===== src/rtl/fuzz_arith_core_pkg.sv =====
// Shared widths, y-packing layout and pipeline record types for fuzz_arith_core.
// Every stage register is a plain unsigned record; signedness is applied where the arithmetic happens.
package fuzz_arith_core_pkg;

    localparam int A_W = 19;
    localparam int B_W = 18;
    localparam int C_W = 11;
    localparam int D_W = 14;

    localparam int SUM_W  = 20;
    localparam int PROD_W = 25;
    localparam int XOR_W  = 19;
    localparam int ACC_W  = 48;
    localparam int CNT_W  = 32;
    localparam int MAX_W  = 20;
    localparam int ABS_W  = 20;
    localparam int FLG_W  = 4;
    localparam int Y_W    = 192;

    localparam int SUM_LSB  = 0;
    localparam int PROD_LSB = 20;
    localparam int XOR_LSB  = 45;
    localparam int ACC_LSB  = 64;
    localparam int CNT_LSB  = 112;
    localparam int MAX_LSB  = 144;
    localparam int ABS_LSB  = 164;
    localparam int S1F_LSB  = 184;
    localparam int S2F_LSB  = 188;

    typedef struct packed {
        logic [FLG_W-1:0]  flags;
        logic [XOR_W-1:0]  xr;
        logic [PROD_W-1:0] prod;
        logic [SUM_W-1:0]  sum;
    } s1_t;

    typedef struct packed {
        logic [FLG_W-1:0] flags;
        logic [ABS_W-1:0] absdiff;
        logic [MAX_W-1:0] max;
        logic [ACC_W-1:0] acc;
    } s2_t;

endpackage


===== src/rtl/fuzz_arith_core_stage2.sv =====
// Second pipeline stage: product accumulator, signed max / absolute difference
// of the stage-1 sum and xor, and the stage-2 flag nibble.
module fuzz_arith_core_stage2
    import fuzz_arith_core_pkg::*;
(
    input  logic              clk,
    input  logic              rst,
    input  logic [SUM_W-1:0]  sum_i,
    input  logic [PROD_W-1:0] prod_i,
    input  logic [XOR_W-1:0]  xor_i,
    output s2_t               s2_o
);

    s2_t s2_d, s2_q;

    logic signed [SUM_W-1:0] sum_s;
    logic signed [SUM_W-1:0] xor_ext;
    logic signed [SUM_W:0]   diff;
    logic signed [SUM_W:0]   abs_full;
    logic        [ACC_W-1:0] acc_next;

    always_comb begin
        sum_s    = sum_i;
        xor_ext  = {xor_i[XOR_W-1], xor_i};
        // One guard bit keeps the subtraction exact; the magnitude always fits in 20 bits.
        diff     = {sum_s[SUM_W-1], sum_s} - {xor_ext[SUM_W-1], xor_ext};
        abs_full = diff[SUM_W] ? -diff : diff;
        acc_next = s2_q.acc + {{(ACC_W-PROD_W){prod_i[PROD_W-1]}}, prod_i};

        s2_d         = s2_q;
        s2_d.acc     = acc_next;
        s2_d.max     = (sum_s > xor_ext) ? sum_s : xor_ext;
        s2_d.absdiff = abs_full[ABS_W-1:0];
        s2_d.flags   = {^xor_i, prod_i == '0, sum_s > xor_ext, acc_next[ACC_W-1]};
    end

    always_ff @(posedge clk) begin
        if (rst) begin
            s2_q <= '0;
        end else begin
            s2_q <= s2_d;
        end
    end

    assign s2_o = s2_q;

endmodule


===== src/rtl/fuzz_arith_core.sv =====
// Two-stage signed arithmetic datapath with a free-running cycle counter;
// every field of y comes straight from a register.
module fuzz_arith_core
    import fuzz_arith_core_pkg::*;
(
    input  logic                  clk,
    input  logic                  rst,
    input  logic signed [A_W-1:0] wire0,
    input  logic signed [B_W-1:0] wire1,
    input  logic signed [C_W-1:0] wire2,
    input  logic signed [D_W-1:0] wire3,
    output logic [Y_W-1:0]        y
);

    s1_t              s1_d, s1_q;
    s2_t              s2;
    logic [CNT_W-1:0] cnt_d, cnt_q;

    logic signed [PROD_W-1:0] c_ext, d_ext;
    logic signed [XOR_W-1:0]  b_ext;

    always_comb begin
        c_ext = {{(PROD_W-C_W){wire2[C_W-1]}}, wire2};
        d_ext = {{(PROD_W-D_W){wire3[D_W-1]}}, wire3};
        b_ext = {{(XOR_W-B_W){wire1[B_W-1]}}, wire1};

        s1_d       = '0;
        s1_d.sum   = {{(SUM_W-A_W){wire0[A_W-1]}}, wire0}
                   + {{(SUM_W-B_W){wire1[B_W-1]}}, wire1};
        s1_d.prod  = c_ext * d_ext;
        s1_d.xr    = wire0 ^ b_ext;
        s1_d.flags = {d_ext > c_ext, wire2 == '0, wire1[B_W-1], wire0[A_W-1]};

        cnt_d = cnt_q + CNT_W'(1);
    end

    always_ff @(posedge clk) begin
        if (rst) begin
            s1_q  <= '0;
            cnt_q <= '0;
        end else begin
            s1_q  <= s1_d;
            cnt_q <= cnt_d;
        end
    end

    fuzz_arith_core_stage2 u_stage2 (
        .clk    (clk),
        .rst    (rst),
        .sum_i  (s1_q.sum),
        .prod_i (s1_q.prod),
        .xor_i  (s1_q.xr),
        .s2_o   (s2)
    );

    always_comb begin
        y = '0;
        y[SUM_LSB  +: SUM_W]  = s1_q.sum;
        y[PROD_LSB +: PROD_W] = s1_q.prod;
        y[XOR_LSB  +: XOR_W]  = s1_q.xr;
        y[ACC_LSB  +: ACC_W]  = s2.acc;
        y[CNT_LSB  +: CNT_W]  = cnt_q;
        y[MAX_LSB  +: MAX_W]  = s2.max;
        y[ABS_LSB  +: ABS_W]  = s2.absdiff;
        y[S1F_LSB  +: FLG_W]  = s1_q.flags;
        y[S2F_LSB  +: FLG_W]  = s2.flags;
    end

endmodule


===== config.mk =====
export PLATFORM = sky130hd
export DESIGN_NAME = fuzz_arith_core
export DESIGN_NICKNAME = d
export VERILOG_FILES = /design/src/rtl/fuzz_arith_core_pkg.sv /design/src/rtl/fuzz_arith_core_stage2.sv /design/src/rtl/fuzz_arith_core.sv
export SDC_FILE = /design/constraint.sdc
export NUM_CORES = 1
export LEC_CHECK = 0
export CORE_MARGIN = 2
export CORE_UTILIZATION = 30
export CTS_CLUSTER_DIAMETER = 120
export DETAILED_ROUTE_END_ITERATION = 10
export HOLD_SLACK_MARGIN = 0.15
export REMOVE_ABC_BUFFERS = 1
export SYNTH_ARGS = -nofsm -noshare
export SYNTH_HDL_FRONTEND = slang
export SYNTH_HIERARCHICAL = 1
export SYNTH_SLANG_ARGS = --single-unit

===== constraint.sdc =====
create_clock -name clk -period 8.2 [get_ports clk]
set_clock_uncertainty 0.05 [all_clocks]
set_input_delay 1.64 -clock clk [delete_from_list [all_inputs] [get_ports clk]]
set_output_delay 1.64 -clock clk [all_outputs]
set_load 0.005 [all_outputs]

# Word level (Yosys, flattened, before mapping)
# Cells that the tools add are included.
# classes
n_addsub	5
mul	1
magnitude_cmp	2
muxes	2
bitwise	1
n_reduce_logical	3
# op_table
cell	n
$add 48x48->48	1
$mux 20	2
$add 32x1->32 const B	1
$logic_not 25->1	1
$mul 11x14->25	1
$sub 20x19->21	1
$add 19x18->20	1
$gt 20x19->1	1
$neg 20->20	1
$reduce_xor 19->1	1
$xor 19x18->19	1
$gt 14x11->1	1
$logic_not 11->1	1
# totals
ff_bits	192
inputBits	64
out_inout_bits	192
wordCells	23

# Longest topological paths before layout
# logic_depth
depth_word	3
mapped_depth	19

# By module
# The synthesis kept the hierarchy.
# by_module_without_submodules
mod	n_inst	cells_each	area_each_um2
fuzz_arith_core	1	1155	10286.1
fuzz_arith_core_stage2	1	882	7070.5

# Least setup slack after synthesis
# No wires, ideal clock.
# synth_path
path_kind	input to register
from	input port wire3[13]
to	register s1_q (netlist bit y[42])
setup_ps	123
arrival_ps	6391
path_slack_ps	1635
path_stages	16
n_path_buf	1
path_cell_list	clkbuf_1 > inv_1 > nor2_1 > fa_1 > fa_1 > fa_1 > fa_1 > inv_1 > fa_1 > inv_1 > ha_1 > nand4_1 > a2111oi_2 > o21ai_1 > a21oi_1 > mux2_1
# synth_via
elab_chain_len	1
# synth_rtl
element	line_no	source
from (decl)	fuzz_arith_core.sv:11	input logic signed [D_W-1:0] wire3,
$mul 11x14->25	fuzz_arith_core.sv:30	s1_d.prod = c_ext * d_ext;
to (signal assigned)	fuzz_arith_core.sv:39	s1_q <= '0;
to (signal assigned)	fuzz_arith_core.sv:42	s1_q <= s1_d;
to (decl)	fuzz_arith_core.sv:15	s1_t s1_d, s1_q;
# No other way between the ends.
# A chain may end at the register's enable or synchronous reset.

# Final worst setup path
# layout_path
from	input port wire2[10]
to	register s1_q (netlist bit y[42])
# layout_via
elab_chain_len	1
# layout_rtl
element	line_no	source
from (decl)	fuzz_arith_core.sv:10	input logic signed [C_W-1:0] wire2,
$mul 11x14->25	fuzz_arith_core.sv:30	
# No other way between the ends.

==> flow_metrics.py <==
metrics = {
    "final_layout": {
        "final_nets": 2630,
        "areaGrowthSynthToFinish_pct": 22.8,
        "fillers": 5861,
        "final_cell_area_um2": 21300,
        "drive_gt1_share_pct": 3.71,
    },
    "placed_design": {
        "dpl_cell_area_um2": 20600,
        "hpwl_mm": 40.7,
        "port_buffers": 255,
        "gp_congestion": 0.905,
    },
    "clock_tree": {
        "cts_resized": 0,
        "hold_buffers": 0,
        "cts_tree": "done",
        "cts-root-buf": "clkbuf_16",
        "clock-sinks": 190,
        "cts.reportedPaths.clkPinSlew_ns": 0.08,
        "cts_buffer_depth": 2,
        "numCtsBuffers": 17,
        "cts-htree-levels": 4,
        "cts_setup_buffers": 0,
        "clk_latency_ns": 0.49,
    },
    "timing": {
        "worst_pin_slew_ns": 0.871,
        "period_minus_slack_ns": 7.22,
        "period_share_pct": 88.1,
        "fmax_mhz": 138,
        "finalHoldViolCount": 0,
        "drv_slew": 0,
        "rsz0062_at_grt": "false",
        "relSlewSlack_pct": 41.9,
        "setup_viol": 0,
        "fin_tns_setup_ns": 0,
    },
    "yosys": {
        "synth.most_common_cell": "inv_1",
        "synth-warning-count": 6,
        "synthArstFlopShare_pct": 0,
        "netlist.top_cell.by_area": "dfxtp_1",
        "synth_edf_count": 0,
        "ys_ff_latch": 190,
        "yosys-top-cells-area": "dfxtp_1 22%, fa_1 17%, ha_1 12%, inv_1 5.7%, nor2_1 4.8%",
        "yosys-top-cells-count": "263 x inv_1, 222 x nor2_1, 190 x dfxtp_1",
        "syn_area_um2": 17400,
        "synthFlopType": "dfxtp_1",
        "yosys.cell_types.count": 95,
        "syn_avg_cell_area_um2": 8.52,
        "syn_inst": 2037,
        "synth_top_area_share_pct": 21.9,
        "ys_seq_area_share_pct": 21.9,
    },
    "routing": {
        "firstDrtPassIters": 5,
        "totalWireLength_mm": 50.6,
        "wl_per_cell_um": 16.7,
        "num_vias": 14611,
        "drc_errors": 0,
        "drtIter0Drc": 754,
        "dr_wl_met3_mm": 2.19,
        "met2_length_mm": 23.2,
        "wl_met1_mm": 23.8,
        "ant_nets": 0,
        "via_per_inst": 4.82,
        "highest_layer": "met5",
    },
    "floorplan": {
        "fp.dieH_um": 245,
        "die_x_um": 245,
        "initial_core_util_pct": 30.2,
        "dieArea_um2": 59800,
        "core_um2": 57500,
        "io_pins": 256,
        "rows": 88,
    },
    "power_and_ir_drop": {
        "irDropWorstVdd_v": 0.000208,
        "power_density_nw_per_um2": 339,
        "leakagePower_nw": 9.21,
    },
    "grt": {
        "grt_pass1_wl_mm": 80.3,
        "grtUsageTotal_pct": 17.0,
        "grt_max_degree": 80,
        "first_global_vias": 14651,
        "grt_overflow": 0,
        "antenna_found_initial": 3,
    },
    "setup_path": {
        "cpMostUsedCell": "fa_1",
        "critPathCaptureType": "flop",
        "cpLargestDelayFamily": "adder cells",
        "critPathBufInv": 4,
        "crit_cells": 16,
        "r2r_cells": 13,
        "critical_path_class": "in2reg",
        "max_stage_delay_ns": 0.66,
        "cp_cell_sequence": "clkdlybuf4s50_1 -> clkinv_1 -> nor2_1 -> fa_1 -> fa_1 -> fa_1 -> fa_1 -> inv_1 -> fa_1 -> inv_1 -> ha_1 -> nand4_1 -> a2111oi_2 -> o21ai_1 -> a21oi_1 -> mux2_1",
        "critical_path.slowest_cell": "clkdlybuf4s50_1",
        "worstPathRequired_ns": 8.52,
        "worst-path-max-fanout": 14,
        "start_kind": "input port",
        "worst_ep_arrival_time_ns": 7.54,
    },
    "hold_path": {
        "hp-class": "reg2reg",
        "hold_depth": 1,
    },
    "outcome": {
        "status": "finished clean",
    },
    "flow_run": {
        "cap_violations": 0,
    },
}
area by class of cell:
cell class | instances | area, um2 | area share, %
antenna | 1 | 2.50 | 0.0117
clock buffer | 17 | 425 | 2.00
clock inverter | 15 | 241 | 1.13
inverter | 265 | 995 | 4.67
multi-input combinational | 1512 | 12300 | 57.5
sequential | 190 | 3800 | 17.8
tap | 765 | 957 | 4.49
timing repair buffer | 264 | 2620 | 12.3
state kept, by name (all words and copies together) (netlist names):
name           count
y                 67
u_stage2/s2_o     91
cnt_q             32
cells in the final DEF, fill, tap and decap left out, types with 5 or more instances in the layout:
cell type / n
a21o_1: 39
and3_1: 18
inv_1: 263
o21ai_0: 67
dfxtp_1: 190
fa_1: 147
nand2b_1: 19
o31ai_1: 10
nor2_1: 222
nor4_1: 16
a21boi_0: 6
o21a_1: 14
a41oi_1: 5
xor2_1: 48
clkbuf_16: 17
o211ai_1: 12
or3_1: 20
o21ai_1: 13
nand4_1: 23
o21bai_1: 13
xnor2_1: 83
nor3_2: 6
mux2i_1: 22
buf_4: 9
ha_1: 169
a211oi_1: 12
clkdlybuf4s50_1: 254
nand3_1: 29
and2_1: 43
nor2b_1: 57
a21oi_1: 116
a31oi_1: 13
nor3_1: 24
and4_1: 8
nand2_1: 149
final timing paths:
| check | slack, ns | to | startpoint |
|---|---|---|---|
| hold reg to reg | 0.43 | cnt_q[0]$_SDFF_PP0_ | cnt_q[0]$_SDFF_PP0_ |
| hold / removal | 0.43 | cnt_q[0]$_SDFF_PP0_ | cnt_q[0]$_SDFF_PP0_ |
| setup / recovery | 0.98 | y[42]$_SDFF_PP0_ | wire2[10] |
| setup reg to reg | 4.14 | u_stage2/s2_o[87]$_SDFF_PP0_ | y[45]$_SDFF_PP0_ |
power by group:
part | switching, mW | leakage [nW] | internal, mW | total, mW
logic | 2.69 | 7.33 | 2.20 | 4.89
clock network | 0.444 | 0.320 | 0.503 | 0.947
registers | 0.213 | 1.57 | 1.17 | 1.39
per-layer routing:
layer  vias to the layer above  track usage, %
met5                         -               0
met4                         2            6.62
met3                        74            2.70
met2                       384            27.3
met1                      6945            22.8
li1                       7206               -
cells by family after synthesis:
logic type / after synthesis / share of synthesized area (%)
and+or+nand+nor: 660 / 18.8
xor gates and xnor gates: 131 / 6.61
buffers and inverters: 335 / 7.45
DFF: 190 / 21.9
muxes: 29 / 1.72
AOI/OAI and AO/OA: 376 / 14.4
adders and majority gates: 316 / 29.1
metrics by stage:
step	worst slack (ns)	hold WS (ns)	instances	util, %	total power, mW
CTS	0.964	0.428	3028	37.1	7.28
detailed placement	0.428	0.408	2996	35.9	6.29
finish	0.976	0.429	3029	37.1	7.22
floorplan	1.76	0.390	1967	-	4.79
global route	0.544	0.456	3029	37.1	7.94
global placement	0.543	0.388	2996	35.9	6.25
No activity file was read; power rests on OpenSTA's default activity.
